--- src/rtl/timer_pkg.sv ---
// Shared types and constants for the programmable game timer.
package timer_pkg;

  typedef enum logic [1:0] {
    IDLE  = 2'd0,
    RUN   = 2'd1,
    PAUSE = 2'd2,
    DONE  = 2'd3
  } state_e;

  localparam logic MODE_ONESHOT  = 1'b0;
  localparam logic MODE_PERIODIC = 1'b1;

endpackage

--- src/rtl/tick_prescaler.sv ---
// Clock divider: counts 0..TICK_DIV-1 while run is high and flags the last count.
module tick_prescaler
  import timer_pkg::*;
#(
  parameter  int unsigned TICK_DIV = 5000000,
  localparam int unsigned PS_W     = (TICK_DIV > 1) ? $clog2(TICK_DIV) : 1
) (
  input  logic clock,
  input  logic rst,
  input  logic run,
  input  logic clr,
  output logic tick
);

  localparam logic [PS_W-1:0] LAST = PS_W'(TICK_DIV - 1);

  logic [PS_W-1:0] cnt_q, cnt_d;

  assign tick = run && (cnt_q == LAST);

  always_comb begin
    cnt_d = cnt_q;
    if (clr) begin
      cnt_d = '0;
    end else if (run) begin
      cnt_d = tick ? '0 : cnt_q + PS_W'(1);
    end
  end

  always_ff @(posedge clock or negedge rst) begin
    if (!rst) begin
      cnt_q <= '0;
    end else begin
      cnt_q <= cnt_d;
    end
  end

endmodule

--- src/rtl/prog_timer.sv ---
// Programmable down-counting tick timer: one-shot or periodic, with pause/resume,
// sticky expiry flag and readable remaining tick count.
module prog_timer
  import timer_pkg::*;
#(
  parameter int unsigned CNT_W    = 16,
  parameter int unsigned TICK_DIV = 5000000
) (
  input  logic             clock,
  input  logic             rst,
  input  logic             enable,
  input  logic             stop_in,
  input  logic             resume,
  input  logic             clear,
  input  logic             periodic,
  input  logic [CNT_W-1:0] load_val,
  output logic             time_out,
  output logic             expired,
  output logic             running,
  output logic [CNT_W-1:0] remaining
);

  state_e           state_q, state_d;
  logic [CNT_W-1:0] remaining_q, remaining_d;
  logic [CNT_W-1:0] load_q, load_d;
  logic             mode_q, mode_d;
  logic             time_out_q, time_out_d;
  logic             expired_q, expired_d;
  logic             ps_run, ps_clr, tick;

  // Prescaler only advances on a RUN cycle nothing higher-priority overrides;
  // a stop on a tick cycle therefore freezes it at its last count.
  assign ps_run = (state_q == RUN) && !clear && !enable && !stop_in;
  assign ps_clr = clear || enable;

  tick_prescaler #(.TICK_DIV(TICK_DIV)) u_prescaler (
    .clock (clock),
    .rst   (rst),
    .run   (ps_run),
    .clr   (ps_clr),
    .tick  (tick)
  );

  always_comb begin
    state_d     = state_q;
    remaining_d = remaining_q;
    load_d      = load_q;
    mode_d      = mode_q;
    time_out_d  = 1'b0;
    expired_d   = expired_q;

    if (clear) begin
      state_d     = IDLE;
      remaining_d = '0;
      expired_d   = 1'b0;
    end else if (enable) begin
      load_d      = load_val;
      mode_d      = periodic;
      remaining_d = load_val;
      if (load_val == '0) begin
        state_d    = DONE;
        time_out_d = 1'b1;
        expired_d  = 1'b1;
      end else begin
        state_d   = RUN;
        expired_d = 1'b0;
      end
    end else begin
      unique case (state_q)
        RUN: begin
          if (stop_in) begin
            state_d = PAUSE;
          end else if (tick) begin
            if (remaining_q > CNT_W'(1)) begin
              remaining_d = remaining_q - CNT_W'(1);
            end else if (remaining_q == CNT_W'(1)) begin
              time_out_d = 1'b1;
              expired_d  = 1'b1;
              if (mode_q == MODE_PERIODIC) begin
                remaining_d = load_q;
              end else begin
                remaining_d = '0;
                state_d     = DONE;
              end
            end
          end
        end
        PAUSE: begin
          if (resume) begin
            state_d = RUN;
          end
        end
        default: ;
      endcase
    end
  end

  always_ff @(posedge clock or negedge rst) begin
    if (!rst) begin
      state_q     <= IDLE;
      remaining_q <= '0;
      load_q      <= '0;
      mode_q      <= MODE_ONESHOT;
      time_out_q  <= 1'b0;
      expired_q   <= 1'b0;
    end else begin
      state_q     <= state_d;
      remaining_q <= remaining_d;
      load_q      <= load_d;
      mode_q      <= mode_d;
      time_out_q  <= time_out_d;
      expired_q   <= expired_d;
    end
  end

  assign time_out  = time_out_q;
  assign expired   = expired_q;
  assign running   = (state_q == RUN);
  assign remaining = remaining_q;

endmodule

--- config.mk ---
export PLATFORM = sky130hd
export DESIGN_NAME = prog_timer
export DESIGN_NICKNAME = d
export VERILOG_FILES = /design/src/rtl/timer_pkg.sv /design/src/rtl/tick_prescaler.sv /design/src/rtl/prog_timer.sv
export SDC_FILE = /design/constraint.sdc
export NUM_CORES = 1
export LEC_CHECK = 0
export BUFFER_PORTS_ARGS = -buffer_cell sky130_fd_sc_hd__buf_4
export CORE_ASPECT_RATIO = 0.9
export CORE_MARGIN = 4
export CORE_UTILIZATION = 50
export DETAILED_ROUTE_END_ITERATION = 10
export PLACE_DENSITY = 0.79
export REMOVE_ABC_BUFFERS = 1
export SYNTH_ARGS = -nofsm -noshare
export SYNTH_HDL_FRONTEND = slang
export SYNTH_HIERARCHICAL = 1
export SYNTH_SLANG_ARGS = --single-unit
--- constraint.sdc ---
create_clock -name clock -period 4.8 [get_ports clock]
set_input_delay 0 -clock clock [delete_from_list [all_inputs] [get_ports clock]]
set_output_delay 0 -clock clock [all_outputs]
set_load 0.01 [all_outputs]
==> summary.txt, run 1 <==
Detailed routing
  – Routed wl met2: 4431 um
  – Pre-antenna DRT Iters: 5
  – Final WL: 9818 um
  – Drt drc: 0
  – Vias: around 3500
  – Top Metal Used: met4
  – Met3 Wirelength: a little over 800 um
  – M1 WL: 4387 um
  – Remaining antenna violation count: 0
  – Post-DR wirelength/cell: 17.53 um
  – DR iter-0 viols: between 300 and 400
  – Via density: between 6 and 7

CTS
  – Clock latency on the worst-skew pair: about 0.34 ns
  – Root Buffer: clkbuf_8
  – CTS Buf Count: 9
  – Clock transition at path regs: about 0.07 ns
  – Clock tree sinks: 60
  – Clock tree from TritonCTS: done
  – CTS max path bufs: 2
  – # resized after CTS: 0
  – H-tree depth: 3

Placed design
  – Placer congestion estimate: a little over 1
  – # port buffers: slightly above 40
  – Placed Instances: around 520
  – DP Area: 3983 um^2
  – DP HPWL: 6733 um

Finish
  – Nets: 490
  – P&R area growth vs syn: 20.28%
  – Final Util: 61.98%
  – Share of cells above drive strength 1: 17.56%
  – Antenna Cells: 0
  – Fin area: 4385 um^2
  – Fillers: about 610
  – Most frequent cells in the layout: nand2_1, dfrtp_1, buf_4
  – Finished Layout Cells: 560
  – Commonest non-fill, non-tap cell in the layout: nand2_1

Logic synthesis
  – Sequential area share after synthesis: 41.18%
  – FFs w/ async S/R, synth: 100.0%
  – Yosys warnings: 6
  – Number of distinct library cells after synthesis: 77
  – Post-synth EDFFs: 0
  – Mapped Cells: 406
  – Synthesis-stage register bit count: 60
  – Mapped cell area: 3646 um^2
  – Primary FF master, synth: dfrtp_1
  – Syn_area_per_cell: 8.980 um^2

Worst hold path
  – Hold crit path type: in -> reg
  – Hold Path End: remaining[2]
  – Hold Path Cell Cnt: 2
  – Worst Hold Launch: enable

Critical path
  – Critical path capture point type: register
  – CP Cell Sequence: dlygate4sd3_1, buf_4, nor2_2, clkinv_1, buf_4, nor2_1, nand3_1, or3_1, or3_4, inv_1, nand2_1, nor2_1, a211oi_1, a2111oi_1
  – Crit-path slowest cell: dlygate4sd3_1
  – Required time worst endpoint: 5.00 ns
  – Worst path max stage delay: 0.55 ns
  – RR Startpoint: state_q[1]
  – Crit path max fanout: 23
  – Cells on worst reg2reg path: 12
  – Data arrival, critical path: 4.18 ns
  – Crit path launch type: primary input
  – Capturing point of the worst reg2reg path: remaining[4]
  – Crit Path Category: in -> reg
  – Reg2reg setup slack: 1.12 ns

Job
  – Max cap viols: 0

Global route
  – First-pass GRT wire length: 16400 um
  – Vias in the first global route: 3365
  – Initial antenna violation count: 0
  – Pin count of the biggest net entering global routing: 61
  – Grt ovf: 0
  – Gr usage total: a little under a quarter

STA
  – Setup TNS: 0 ns
  – Hold Fails Final Rpt: 0
  – Period minus WS final: 3.987 ns
  – Max-slew violation count: 0
  – Tcrit/Tclk final: 83.06%
  – Layout Skew: 0.01056 ns
  – Least-Margin Pin Slew: 0.7870 ns
  – RSZ-0062 raised after global routing: false
  – Final setup vio count: 0
  – Max frequency: 250.8 MHz
  – Worst slew margin: 47.05%
  – Min Hold Slack: between 0.02 and 0.03 ns

Die
  – Die area: 8724 um^2
  – Core Rows: 29
  – Ports: 42
  – Initial core utilization: around 52%
  – Die W: 98.01 um
  – Die Ht: 89.01 um
  – Core Area: 7076 um^2

Status
  – Status: finished clean

Power
  – PD cells: 293.9 nW/um^2
  – Leakage Power: approximately 0.0018 uW
  – Worst vdd ir: 0.1959 mV
layer usage:
layer / up-vias / GRT usage (%)
met4: 0 / 8.805
met3: 22 / 5.616
met1: 1668 / 32.79
met2: 162 / 35.97
li1: 1604 / -
met5: - / 0
stage by stage:
step / worst slack (ns) / total power (uW)
6_report: 0.8130 / 1289
4_1_cts: 0.8981 / 1296
3_5_place_dp: 1.054 / 814.9
2_1_floorplan: 1.808 / 715.0
5_1_grt: 0.5797 / 1352
3_3_place_gp: 1.388 / 809.2
synth_stat cells, types with 3 or more instances:
cell type	number	share of area, %
nand2_1	61	6.3
dfrtp_1	60	41
nor2_1	34	3.5
nand3_1	20	2.7
a21oi_1	16	2.2
inv_1	16	1.6
o21ai_0	14	1.9
nor4_1	12	2.1
xor2_1	12	2.9
a221oi_1	9	2.2
clkbuf_1	9	0.93
nor3_1	9	1.2
nand4_1	8	1.4
xnor2_1	7	1.7
o31ai_1	6	1.2
a211oi_1	5	1.0
ha_1	5	1.7
nand2b_1	5	0.86
o2bb2ai_1	5	1.2
or3_1	5	0.86
a31oi_1	4	0.69
and2_1	4	0.69
buf_2	4	0.55
o211ai_1	4	0.82
a21o_1	3	0.62
nor2_2	3	0.51
o21a_1	3	0.62
o21ai_1	3	0.41
or4_1	3	0.62
cell type report:
type                       count  area (um^2)  share of cell area, %
sequential                    60         1501                  34.24
timing repair buffer          63        523.0                  11.93
tap                           93        116.4                  2.653
inverter                      17        63.81                  1.455
clock inverter                 4        47.55                  1.084
clock buffer                  12        155.1                  3.538
multi-input combinational    311         1978                  45.11
repair_timing:
| action | in CTS | in global routing |
|---|---|---|
| hold buffers | 20 | 0 |
| endpoints found under the setup margin | 0 | 0 |
| setup buffers | 0 | 0 |
| hold endpoints to repair | 92 | 0 |
power breakdown:
group	internal (uW)	leakage, uW	switching [uW]
combinational	104	0.000947	141
sequential	538	0.000794	43.4
clock	266	0.000102	197
total	908	0.00184	381
worst max-delay path by stage:
stage | from | end | slack (ns)
finish | clear | remaining[4] | 0.81
global route | clear | remaining[4] | 0.58
CTS | clear | remaining[4] | 0.90
detailed placement | enable | remaining[4] | 1.05
global placement | enable | remaining[6] | 1.39
floorplan | clear | remaining[4] | 1.81
flip-flops by register name (all words and copies together), names as in the netlist:
signal             cells
remaining             16
time_out               1
mode_q                 1
state_q                2
load_q                16
expired                1
u_prescaler/cnt_q     23
kinds of logic (layout without fill, tap and decap cells):
kind of cell	Yosys count	count (layout)	share of synthesized area [%]
AO/OA/AOI/OAI	92	92	18.12
XOR/XNOR	19	19	4.564
adder cells (fa/ha/maj)	5	5	1.716
buffers and inverters	35	96	4.564
flip-flops	60	60	41.18
multiplexers	2	2	0.5834
AND/OR/NAND/NOR	193	193	29.27
worst max-delay path: cells and delay by family:
| family | cells | cell delay (ns) |
|---|---|---|
| and+or+nand+nor | 7 | 2.41 |
| buffers and inverters | 5 | 1.14 |
| AOI/OAI and AO/OA | 2 | 0.61 |
Power figures use the tool's default switching activity.
==> run 2, diff against run 1 <==
- ABC_AREA: default -> 1
- clock period: 4.8 -> 4 ns (I/O delays scaled with it)
==> run 2 against run 1 <==
Synthesized area is 9.4% higher; worst hold slack better by 0.016 ns; final cell count is 36% higher; combinational power is 33% higher; die area is 8.6% higher; clock power is 51% higher; clock skew is 0.0020 ns lower; largest power group unchanged.
==> summary.txt, run 2 <==
Status
  – Status: finished clean

Logic synthesis
  – Syn_area_per_cell: 6.624 um^2 (-26%)
  – Synth Area in Compound Gates: 6.401% (-12 points)
  – Post-synth EDFFs: 0 (unchanged)
  – Mapped cell area: 3988 um^2 (+9.4%)
  – Largest family of logic cells by synthesized area: simple AND/OR/NAND/NOR gates
  – Yosys top cell area share: 37.65% (-3.5 points)
  – FFs w/ async S/R, synth: 100.0% (unchanged)
  – Adder-Cell Fraction of Synth Area: 1.569% (-0.15 points)
  – Synth Area in Simple Gates: 43.02% (+14 points)
  – Number of distinct library cells after synthesis: 34 (-56%)
  – Synthesis-stage register bit count: 60 (unchanged)
  – Mux share of post-synthesis cell area: 0% (-0.58 points)
  – Primary FF master, synth: dfrtp_1
  – Mapped Cells: 602 (+48%)
  – Post-Synth XOR/XNOR Area: 2.196% (-2.4 points)
  – Synth cell count leaders: nand2_1, nor2_1, inv_1
  – Yosys warnings: 6 (unchanged)
  – Most common cell in the netlist: nand2_1
  – Sequential area share after synthesis: 37.65% (-3.5 points)
  – Largest area contributor in the netlist: dfrtp_1
  – Area contributors post-synth: dfrtp_1, nand2_1, nor2_1

Power
  – Sw Share: 29.03% (-0.51 points)
  – Leakage Power: 0.002403 uW (+30%)
  – Worst vdd ir: 0.2848 mV (+45%)
  – Combinational fraction of design power: 18.7% (-0.3 points)
  – Sequential Power Share: 41.0% (-4.1 points)
  – Internal cell power: 1238 uW (+36%)
  – PD cells: 366.3 nW/um^2 (+25%)
  – Net switching power of the design: 506.3 uW (+33%)
  – Clk pwr share: 40.2% (+4.3 points)

Finish
  – Top reg by flops: u_prescaler/cnt_q
  – Nets: 689 (+41%)
  – Antenna Cells: 0 (unchanged)
  – Fin area: 4762 um^2 (+8.6%)
  – Most frequent cells in the layout: nand2_1, nor2_1, inv_1
  – Max FFs per register: 23 (unchanged)
  – Fillers: 670 (+9.7%)
  – P&R area growth vs syn: 19.42%
  – Commonest non-fill, non-tap cell in the layout: nand2_1
  – Share of cells above drive strength 1: 13.96% (-3.6 points)

Critical path
  – Cells on worst reg2reg path: 15 (+3)
  – CP Cell Sequence: inv_1, ha_1, nand2_1, nor2_1, nand2_1, inv_1, nand2_1, nor4_1, inv_1, nor2_1, nand3_1, nand3_4, nand2_1, inv_1, a21oi_1
  – Crit path max fanout: 32 (+39%)
  – Crit-path slowest cell: dfrtp_1
  – Crit path launch type: register
  – Worst path max stage delay: 0.40 ns (-0.15 ns)
  – Crit Path Category: reg -> reg
  – Crit path max-delay family: simple AND/OR/NAND/NOR gates
  – Levels on crit path: 15 (+1)
  – Required time worst endpoint: 4.23 ns (-0.77 ns)
  – Critical path startpoint: state_q[1]
  – Critical path buffer and inverter count: 4 (-1)
  – Worst setup path endpoint: remaining[11]
  – Data arrival, critical path: 2.97 ns (-1.21 ns)
  – Critical path capture point type: register
  – Capturing point of the worst reg2reg path: remaining[11]
  – RR Startpoint: state_q[1]
  – Reg2reg setup slack: 1.26 ns (+0.14 ns)

STA
  – Least-Margin Pin Slew: 1.103 ns (+0.3162 ns)
  – Period minus WS final: ~2.7 ns
  – RSZ-0062 raised after global routing: false
  – Layout Skew: 0.008562 ns (-0.001995 ns)
  – Setup TNS: 0 ns (unchanged)
  – Tcrit/Tclk final: between 60 and 70%
  – Max-slew violation count: 0 (unchanged)
  – Final setup vio count: 0 (unchanged)
  – Hold Fails Final Rpt: 0 (unchanged)
  – Worst slew margin: 26.13% (-21 points)
  – Max frequency: 365.3 MHz

CTS
  – Clock tree from TritonCTS: done
  – Clock transition at path regs: 0.07 ns (about the same)
  – Root Buffer: clkbuf_8
  – CTS Buf Count: 9 (unchanged)
  – Clock tree sinks: 60 (unchanged)
  – CTS max path bufs: 2 (unchanged)
  – Clock latency on the worst-skew pair: 0.35 ns (about the same)
  – # resized after CTS: 0 (unchanged)
  – H-tree depth: 3 (unchanged)

Detailed routing
  – DR iter-0 viols: 297 (-17%)
  – Remaining antenna violation count: 0 (unchanged)
  – Drt drc: 0 (unchanged)
  – Met3 Wirelength: 801 um (-1.7%)
  – M1 WL: 4720 um (+7.6%)
  – Pre-antenna DRT Iters: 5 (unchanged)
  – Via density: 5.206 (-16%)
  – Routed wl met2: 4799 um (+8.3%)
  – Top Metal Used: met4
  – Post-DR wirelength/cell: 13.78 um (-21%)
  – Vias: 3967 (+15%)
  – Final WL: 10500 um (+7.0%)

Global route
  – Vias in the first global route: 3781 (+12%)
  – Gr usage total: 23.39% (-0.11 points)
  – First-pass GRT wire length: 17740 um (+8.2%)
  – Initial antenna violation count: 0 (unchanged)
  – Grt ovf: 0 (unchanged)
  – Pin count of the biggest net entering global routing: 61 (unchanged)

Placed design
  – # port buffers: 41 (unchanged)
  – Placer congestion estimate: 0.9476 (-6.2%)
  – DP HPWL: 7257 um (+7.8%)
  – DP Area: 4332 um^2 (+8.8%)

Worst hold path
  – Hold crit path type: in -> reg
  – Hold Path Cell Cnt: 4 (+2)

Die
  – Die area: 9470 um^2 (+8.6%)
  – Core Area: 7657 um^2 (+8.2%)
  – Ports: 42 (unchanged)
  – Die Ht: 92.72 um (+4.2%)
  – Initial core utilization: 52.08% (+0.55 points)
  – Core Rows: 30 (+3.4%)
  – Die W: 102.1 um (+4.2%)

Job
  – Max cap viols: 0 (unchanged)
-- run 2: cell count changes after synthesis, moves of 8 or more --
cell / delta
a221oi_1: -9
inv_1: +54
nand2_2: +9
a21oi_2: +8
nand3_1: +27
nor4_1: -9
nand2_1: +153
nor2_1: +62
-- run 2: cell type report --
| type | count | area, um^2 | area share, % |
|---|---|---|---|
| Timing Repair Buffer | 60 | 495.5 | 10.40 |
| Clock inverter | 4 | 95.09 | 1.997 |
| Clock buffer | 12 | 155.1 | 3.258 |
| Sequential cell | 60 | 1501 | 31.53 |
| Multi-Input combinational cell | 457 | 2121 | 44.53 |
| Tap cell | 96 | 120.1 | 2.522 |
| Inverter | 73 | 274.0 | 5.754 |
-- run 2: what timing repair did --
item / 4_1_cts / 5_1_grt
endpoints found under the hold margin: 77 / 0
buffers inserted: 0 / 0
hold buffers: 18 / 0
-- run 2: cells by family after synthesis --
group           Yosys count
simple gates            400
fa+ha+maj                 5
compound gates           42
flops                    60
buf+inv                  85
xor+xnor                 10
-- run 2: worst min-delay path: stages --
cell and delay [ns]:
buf_4 0.12, inv_1 0.06, o31ai_1 0.07, o21ai_0 0.09
-- run 2: power groups by stage --
stage / clock, uW / sequential (uW) / combinational [uW]
after global placement: 0 / 724 / 302
after global routing: 735 / 724 / 369
after detailed placement: 0 / 726 / 309
after floorplan: 0 / 719 / 188
after CTS: 713 / 715 / 326
final: 701 / 716 / 327
-- run 2: stage by stage --
stage	hold slack (ns)	std cells	utilization, %	power, uW	setup slack [ns]
2_1_floorplan	-0.2956	590	-	907.3	1.629
3_3_place_gp	0.1327	728	56.57	1026	1.404
3_5_place_dp	0.1387	728	56.57	1035	1.247
4_1_cts	0.02663	762	62.19	1754	1.324
5_1_grt	0.07879	762	62.19	1828	0.8733
6_report	0.04318	762	62.19	1744	1.262
-- run 2: routing by layer --
metal,up-vias,track usage (%)
met2,143,36.42
met4,0,7.104
met1,1814,32.49
li1,1992,-
met3,18,5.045
met5,-,0
-- run 2: how the worst min path moves through the flow --
stage,from,endpoint,slack (ns)
6_report,clear,state_q[0],0.04
5_1_grt,clear,remaining[8],0.08
4_1_cts,clear,state_q[0],0.03
3_5_place_dp,rst,load_q[4],0.14
3_3_place_gp,rst,load_q[4],0.13
2_1_floorplan,rst,expired,-0.30
